**src/rtl/rr_priority_encoder.sv**
```systemverilog
// Registered, handshaked priority encoder with run-time selectable
// fixed-priority or round-robin selection. One output slot holds the
// current grant until the consumer accepts it; a new winner loads on the
// same edge as the handshake, giving one grant per cycle.
module rr_priority_encoder #(
   parameter int unsigned NUM_REQ = 16,
   parameter int unsigned IW      = $clog2(NUM_REQ)
) (
   input  logic               clk_i,
   input  logic               arst_ni,
   input  logic [NUM_REQ-1:0] req_i,
   input  logic               rr_en_i,
   output logic               gnt_valid_o,
   input  logic               gnt_ready_i,
   output logic [IW-1:0]      gnt_index_o,
   output logic [NUM_REQ-1:0] gnt_onehot_o
);

   typedef enum logic {
      EMPTY = 1'b0,
      HELD  = 1'b1
   } state_e;

   localparam logic [IW:0]   NUM_REQ_W = (IW+1)'(NUM_REQ);
   localparam logic [IW-1:0] LAST_IDX  = IW'(NUM_REQ - 1);

   state_e             state_q, state_d;
   logic [IW-1:0]      idx_q, idx_d;
   logic [IW-1:0]      ptr_q, ptr_d;
   logic [NUM_REQ-1:0] oh_q, oh_d;

   logic               handshake;
   logic               load;
   logic [IW-1:0]      idx_succ;
   logic [IW-1:0]      start;
   logic [IW:0]        cand;
   logic               found;
   logic [IW-1:0]      win_idx;
   logic [NUM_REQ-1:0] win_oh;

   // Handshake, load qualifier and search start point.
   // idx_succ wraps explicitly so non-power-of-two sizes never reach NUM_REQ.
   always_comb begin
      handshake = (state_q == HELD) && gnt_ready_i;
      load      = (state_q == EMPTY) || handshake;
      idx_succ  = (idx_q == LAST_IDX) ? '0 : idx_q + IW'(1);
      if (!rr_en_i) begin
         start = '0;
      end else if (handshake) begin
         start = idx_succ;
      end else begin
         start = ptr_q;
      end
   end

   // Circular scan from start; the first set request wins.
   always_comb begin
      found   = 1'b0;
      win_idx = '0;
      cand    = '0;
      for (int unsigned i = 0; i < NUM_REQ; i++) begin
         cand = {1'b0, start} + (IW+1)'(i);
         if (cand >= NUM_REQ_W) begin
            cand = cand - NUM_REQ_W;
         end
         if (!found && req_i[cand[IW-1:0]]) begin
            found   = 1'b1;
            win_idx = cand[IW-1:0];
         end
      end
      win_oh = found ? (NUM_REQ'(1) << win_idx) : '0;
   end

   // State and datapath registers.
   always_ff @(posedge clk_i or negedge arst_ni) begin
      if (!arst_ni) begin
         state_q <= EMPTY;
         idx_q   <= '0;
         oh_q    <= '0;
         ptr_q   <= '0;
      end else begin
         state_q <= state_d;
         idx_q   <= idx_d;
         oh_q    <= oh_d;
         ptr_q   <= ptr_d;
      end
   end

   // Next-state: reload on EMPTY or handshake, otherwise the grant is locked.
   // An empty load keeps the stale index but clears the one-hot.
   always_comb begin
      state_d = state_q;
      idx_d   = idx_q;
      oh_d    = oh_q;
      ptr_d   = handshake ? idx_succ : ptr_q;
      if (load) begin
         if (found) begin
            state_d = HELD;
            idx_d   = win_idx;
            oh_d    = win_oh;
         end else begin
            state_d = EMPTY;
            oh_d    = '0;
         end
      end
   end

   // Outputs come straight from registers.
   always_comb begin
      gnt_valid_o  = (state_q == HELD);
      gnt_index_o  = idx_q;
      gnt_onehot_o = oh_q;
   end

endmodule

```
**config.mk**
```make
export PLATFORM = sky130hd
export DESIGN_NAME = rr_priority_encoder
export DESIGN_NICKNAME = d
export VERILOG_FILES = /design/src/rtl/rr_priority_encoder.sv
export SDC_FILE = /design/constraint.sdc
export NUM_CORES = 1
export LEC_CHECK = 0
export BUFFER_PORTS_ARGS = -buffer_cell sky130_fd_sc_hd__buf_2
export CORE_UTILIZATION = 65
export CTS_CLUSTER_SIZE = 12
export DETAILED_ROUTE_END_ITERATION = 7
export PLACE_DENSITY = 0.87
export SLEW_MARGIN = 20
export SYNTH_ARGS = -nofsm -noshare
export SYNTH_HDL_FRONTEND = slang
export SYNTH_SLANG_ARGS = --single-unit
```
**constraint.sdc**
```tcl
create_clock -name clk_i -period 7.8 [get_ports clk_i]
set_clock_uncertainty 0.05 [all_clocks]
set_input_delay 0.39 -clock clk_i [delete_from_list [all_inputs] [get_ports clk_i]]
set_output_delay 0.39 -clock clk_i [all_outputs]
set_load 0.02 [all_outputs]
```
==> flow_summary_export.csv, run 1 <==
group,metric,value,unit
logic_synthesis,synth_edf_count,0,
cts,numCtsBuffers,3,
logic_synthesis,yosys.cell_count.top_type,"mux2i_1",
global_route,grt_pass1_vias,3737,
cts,cts_resized,0,
run_status,status,"finished clean",
route,firstDrtPassIters,8,
logic_synthesis,ys_types,75,
setup_path,worst-setup-path-type,"reg -> reg",
finish,drive_gt1_share,20.3,%
cts,cts-htree-levels,1,
global_route,grt_pass1_wl,18.8,mm
sta,finalWorstSetupSlack,1200,ps
job,cap_violations,0,
cts,cts_tree,"built",
floorplanning,ios,41,
sta,slew_headroom,30.1,%
logic_synthesis,yosysWarnings,0,
placed_design,dp_hpwl,9.16,mm
floorplanning,die_area,0.00601,mm^2
setup_path,cp_max_fo,12,
sta,worstMarginPinSlew,1050,ps
logic_synthesis,synth_area_leader_cell,"dfrtp_1",
cts,cts_setup_buffers,0,
route,postRouteAntennaNets,0,
floorplanning,design.core.area,0.00551,mm^2
route,wl_per_cell,22.4,um
setup_path,worst_setup_path_end_kind,"register",
floorplanning,die_w,77.5,um
cts,clk_pin_slew,100,ps
logic_synthesis,postSynthCellCount,425,
route,routed_wl,11.8,mm
placed_design,gp_congestion,1.07,
sta,rsz0062_at_grt,"no",
sta,timing.hold.ws,40.8,ps
setup_path,rrSetupSlack,1200,ps
floorplanning,initial_core_util,67.3,%
cts,clkSinkCount,25,
placed_design,port_buffers,40,
sta,fmax,0.152,GHz
sta,drv_slew,0,
setup_path,reg2reg_depth,15,
sta,finalCritPeriodShare,84.6,%
sta,period_needed,6600,ps
finish,antenna_cells,0,
route,drc,0,
logic_synthesis,ys_ff_latch,25,
cts,holdBufCountCts,0,
setup_path,r2r_end,"gnt_onehot_o[12]",
logic_synthesis,yosys-top-cells-count,"mux2i_1, nand2_1, dfrtp_1, a21oi_1, nor2_1",
route,drt_first_iter_violations,625,
floorplanning,die_h,77.5,um
finish,synthToLayoutAreaGrowth,7.06,%
route,via_count,4055,
setup_path,worst_ep_required_time,7930,ps
logic_synthesis,synth_top_flop_cell,"dfrtp_1",
logic_synthesis,async_flop_share,100,%
finish,fin_nets,482,
hold_path,hold_path.class,"in -> async",
setup_path,reg2reg_from,"gnt_index_o[0]",
setup_path,cp.arrival,6720,ps
route,vias_per_cell,7.72,
global_route,grt_usage,39.6,%
setup_path,critPathLaunchType,"register",
logic_synthesis,yosys.area.top_type_share,16.9,%
cts,root_buffer,"clkbuf_8",
sta,finalSetupTns,0,ps
logic_synthesis,avgSynthCellArea,8.72,um^2
floorplanning,placementRows,27,
setup_path,cp-startpoint,"gnt_index_o[0]",
global_route,grt_start_max_net_pins,26,
cts,cts_buffer_depth,2,
logic_synthesis,synth.net_count,453,
logic_synthesis,yosysSeqAreaShare,16.9,%
logic_synthesis,syn_area,0.00370,mm^2
global_route,antenna_found_initial,0,
cts,insertion_delay,280,ps
placed_design,post-place-ws,1410,ps
logic_synthesis,synthTopCellsByArea,"dfrtp_1, mux2i_1, mux4_2",
global_route,overflow,0,
sta,finalHoldViolCount,0,
sta,setup_viol,0,
## registers in the layout, indices dropped and copies added (netlist names)
| name | count |
|---|---|
| gnt_index_o | 4 |
| gnt_onehot_o | 16 |
| gnt_valid_o | 1 |
| ptr_q | 4 |
## worst max path at each step
stage | end | depth (start not counted)
after CTS | gnt_onehot_o[12] | 15
after detailed placement | gnt_onehot_o[12] | 15
after floorplan | gnt_onehot_o[2] | 17
final | gnt_onehot_o[12] | 15
after global placement | gnt_onehot_o[12] | 15
after global routing | gnt_onehot_o[12] | 15
## cells by family (layout without fill, tap and decap cells)
group / Yosys count / after routing / synth area share [%]
muxes: 73 / 73 / 25.7
AOI/OAI and AO/OA: 140 / 140 / 27.8
and+or+nand+nor: 140 / 140 / 21.1
adders and majority gates: 8 / 8 / 2.70
xor gates and xnor gates: 8 / 8 / 1.89
buffers and inverters: 31 / 59 / 3.85
DFF: 25 / 25 / 16.9
## layer usage
layer | global-route usage (%) | vias to the layer above | wire length, um
met5 | 0 | - | 0
met4 | 18.7 | 0 | 695
met3 | 7.41 | 88 | 1260
met2 | 62.8 | 323 | 5200
met1 | 52.0 | 1892 | 4620
li1 | - | 1752 | -
## worst max-delay path, cell delays in order, from the launching register on
cell and delay (ps):
dfrtp_1 440, ha_1 280, xor2_1 380, o21ai_1 280
nor2_1 760, clkinv_1 580, ha_1 400, xnor2_1 620
mux2i_1 400, a21oi_1 530, and4_1 350, o211ai_1 170
a32o_1 270, a21oi_1 430, nand2b_1 260, o31ai_1 300
## through the flow
step,cell area [um^2],utilization [%],std cells
2_1_floorplan,3700,-,425
3_3_place_gp,3920,71.1,521
3_5_place_dp,3920,71.1,521
4_1_cts,3960,72.0,525
5_1_grt,3970,72.0,525
6_report,3970,72.0,525
## cells in the final DEF (no fill, tap or decap), types with 8 or more instances in the layout
master | netlist | final
o21ai_0 | 13 | 13
a31oi_1 | 8 | 8
nand3_1 | 16 | 16
a21oi_1 | 21 | 21
nand2_1 | 38 | 38
nor3_1 | 9 | 9
mux2i_1 | 52 | 52
o31ai_1 | 15 | 15
nand2b_1 | 10 | 10
ha_1 | 8 | 8
nor4_1 | 10 | 10
nor2_1 | 21 | 21
inv_1 | 11 | 11
dfrtp_1 | 25 | 25
mux4_2 | 17 | 17
a211oi_1 | 10 | 10
buf_2 | 4 | 40
## cell type report
class,instances,area [um^2]
clock buffers,3,41.3
clock inverters,1,7.51
fillers,435,1540
inverters,14,55.1
multi-input cells,369,2940
flip-flops and latches,25,626
well taps,72,90.1
repair buffers,41,208
Power of run 1 is not shown: default switching activity piles up to over one toggle a cycle in this logic, so the estimate is an artifact.
==> run 2: changes to the inputs <==
Settings changed: CORE_UTILIZATION 65 to 61, PLACE_DENSITY 0.87 to 0.83.
Clock period 7.8 ns to 6.7 ns, I/O delays scaled along.
==> run 2 against run 1 <==
Sequential share of layout area decreased by 0.22 points. Flip-flop and latch count unchanged. Cell count grew 1.9%. Critical endpoint is now gnt_onehot_o[0]. Setup slack got worse by 280 ps. Core utilization down 3.7 points. First-iteration DRC count decreased by 20%. Hold slack better by 390 ps. Global-route usage down 2.7 points. Die area grew 6.4%. Largest cell class unchanged. Wire length decreased by 0.92%.
==> flow_summary_export.csv, run 2 (synthesized netlist as in run 1, its figures left out) <==
group,metric,value,unit
run_status,status,"finished clean",
sta,worstMarginPinSlew,780,ps
setup_path,cp-startpoint,"gnt_index_o[0]",
cts,numCtsBuffers,3,
cts,root_buffer,"clkbuf_8",
cts,clk_pin_slew,80,ps
floorplanning,die_w,79.9,um
sta,drv_slew,0,
floorplanning,die_area,0.00639,mm^2
cts,cts_tree,"built",
sta,finalSetupTns,0,ps
hold_path,hp-start,"gnt_onehot_o[6]",
setup_path,cp.arrival,5900,ps
floorplanning,placementRows,28,
finish,final_common_cell,"mux2i_1",
global_route,grt_start_max_net_pins,26,
cts,cts-htree-levels,1,
cts,cts_resized,0,
route,vias_per_cell,7.38,
finish,drive_gt1_share,21.1,%
setup_path,worst-setup-path-type,"reg -> reg",
global_route,antenna_found_initial,0,
setup_path,reg2reg_from,"gnt_index_o[0]",
floorplanning,initial_core_util,62.9,%
sta,period_needed,5780,ps
route,postRouteAntennaNets,0,
finish,antenna_cells,0,
setup_path,worst_setup_path_end_kind,"register",
finish,layout_common_cells,"mux2i_1, buf_2, nand2_1",
placed_design,port_buffers,40,
route,wl_per_cell,21.8,um
finish,nFillCells,505,
global_route,overflow,0,
setup_path,worst_ep_required_time,6820,ps
setup_path,critPathLaunchType,"register",
finish,fin_nets,489,
floorplanning,die_h,79.9,um
floorplanning,ios,41,
finish,largest_register_ffs,16,
global_route,grt_pass1_vias,3456,
finish,synthToLayoutAreaGrowth,8.58,%
hold_path,hold_path.class,"reg -> reg",
global_route,grt_usage,36.9,%
route,firstDrtPassIters,6,
route,drt_first_iter_violations,503,
cts,insertion_delay,270,ps
sta,setup_viol,0,
placed_design,gp_congestion,1.05,
setup_path,cp_max_fo,22,
placed_design,dp_hpwl,9.12,mm
route,via_count,3948,
sta,finalCritPeriodShare,86.3,%
job,cap_violations,0,
route,drc,0,
sta,finalHoldViolCount,0,
floorplanning,design.core.area,0.00589,mm^2
route,routed_wl,11.7,mm
cts,clkSinkCount,25,
cts,cts_buffer_depth,2,
sta,fmax,0.173,GHz
sta,finalWorstSetupSlack,920,ps
sta,slew_headroom,46.5,%
sta,rsz0062_at_grt,"no",
placed_design,post-place-ws,1050,ps
global_route,grt_pass1_wl,18.0,mm
[run 2: changes by cell type in the layout (fill, tap and decap cells not counted), sizes merged]
cell | previous run | this run
buf | 41 | 47
dlygate4sd3 | 0 | 1
[run 2: stage by stage]
stage | std cells | hold slack (ps) | area [um^2] | utilization, %
final | 535 | 435 | 4020 | 68.3
after CTS | 535 | 438 | 4020 | 68.3
after detailed placement | 530 | 295 | 3960 | 67.3
after global placement | 530 | 283 | 3960 | 67.3
after floorplan | 425 | -10.6 | 3700 | -
after global routing | 535 | 459 | 4020 | 68.3
[run 2: worst max-delay path: stages, from the launching register on]
cell and delay, ps:
dfrtp_1 440, ha_1 280, a31oi_1 150, mux2_4 190
nand2_4 140, inv_2 470, ha_1 390, inv_1 140
nor3_1 460, nor3_4 150, mux4_2 430, a21bo_2 250
a21oi_1 480, nand4_4 220, or4_1 500, o211a_1 170
a211oi_4 340, nand2_2 150, o31ai_1 270
[run 2: layer usage]
layer	track usage [%]	vias to the layer above	part of all wire (%)
met1	55.1	1838	42
met3	5.60	45	11
met4	11.8	0	3.2
li1	-	1769	-
met2	54.2	296	44
met5	0	-	0
[run 2: layout make-up]
cell class / instances / area [um^2] / area share, %
sequential: 25 / 626 / 15.6
timing repair buffer: 48 / 263 / 6.53
clock inverter: 1 / 7.51 / 0.187
clock buffer: 3 / 41.3 / 1.03
multi-input combinational: 369 / 2940 / 73.0
inverter: 14 / 55.1 / 1.37
tap: 75 / 93.8 / 2.33
[run 2: path summary, 6_finish.rpt]
| check | cells after the start | endpoint | slack, ps |
|---|---|---|---|
| setup / recovery | 18 | gnt_onehot_o[0] | 920 |
| hold / removal | 2 | gnt_onehot_o[6] | 430 |
| min in group asynchronous | 2 | gnt_onehot_o[5] | 570 |
| hold reg to reg | 2 | gnt_onehot_o[6] | 430 |
| max in group asynchronous | 2 | gnt_onehot_o[8] | 5670 |
| setup reg to reg | 18 | gnt_onehot_o[0] | 920 |
[run 2: timing repair]
action | CTS | global route
hold buffers | 1 | 0
buffers inserted | 0 | 0
endpoints found under the hold margin | 5 | 0
Power of run 2 is left out for the same reason.
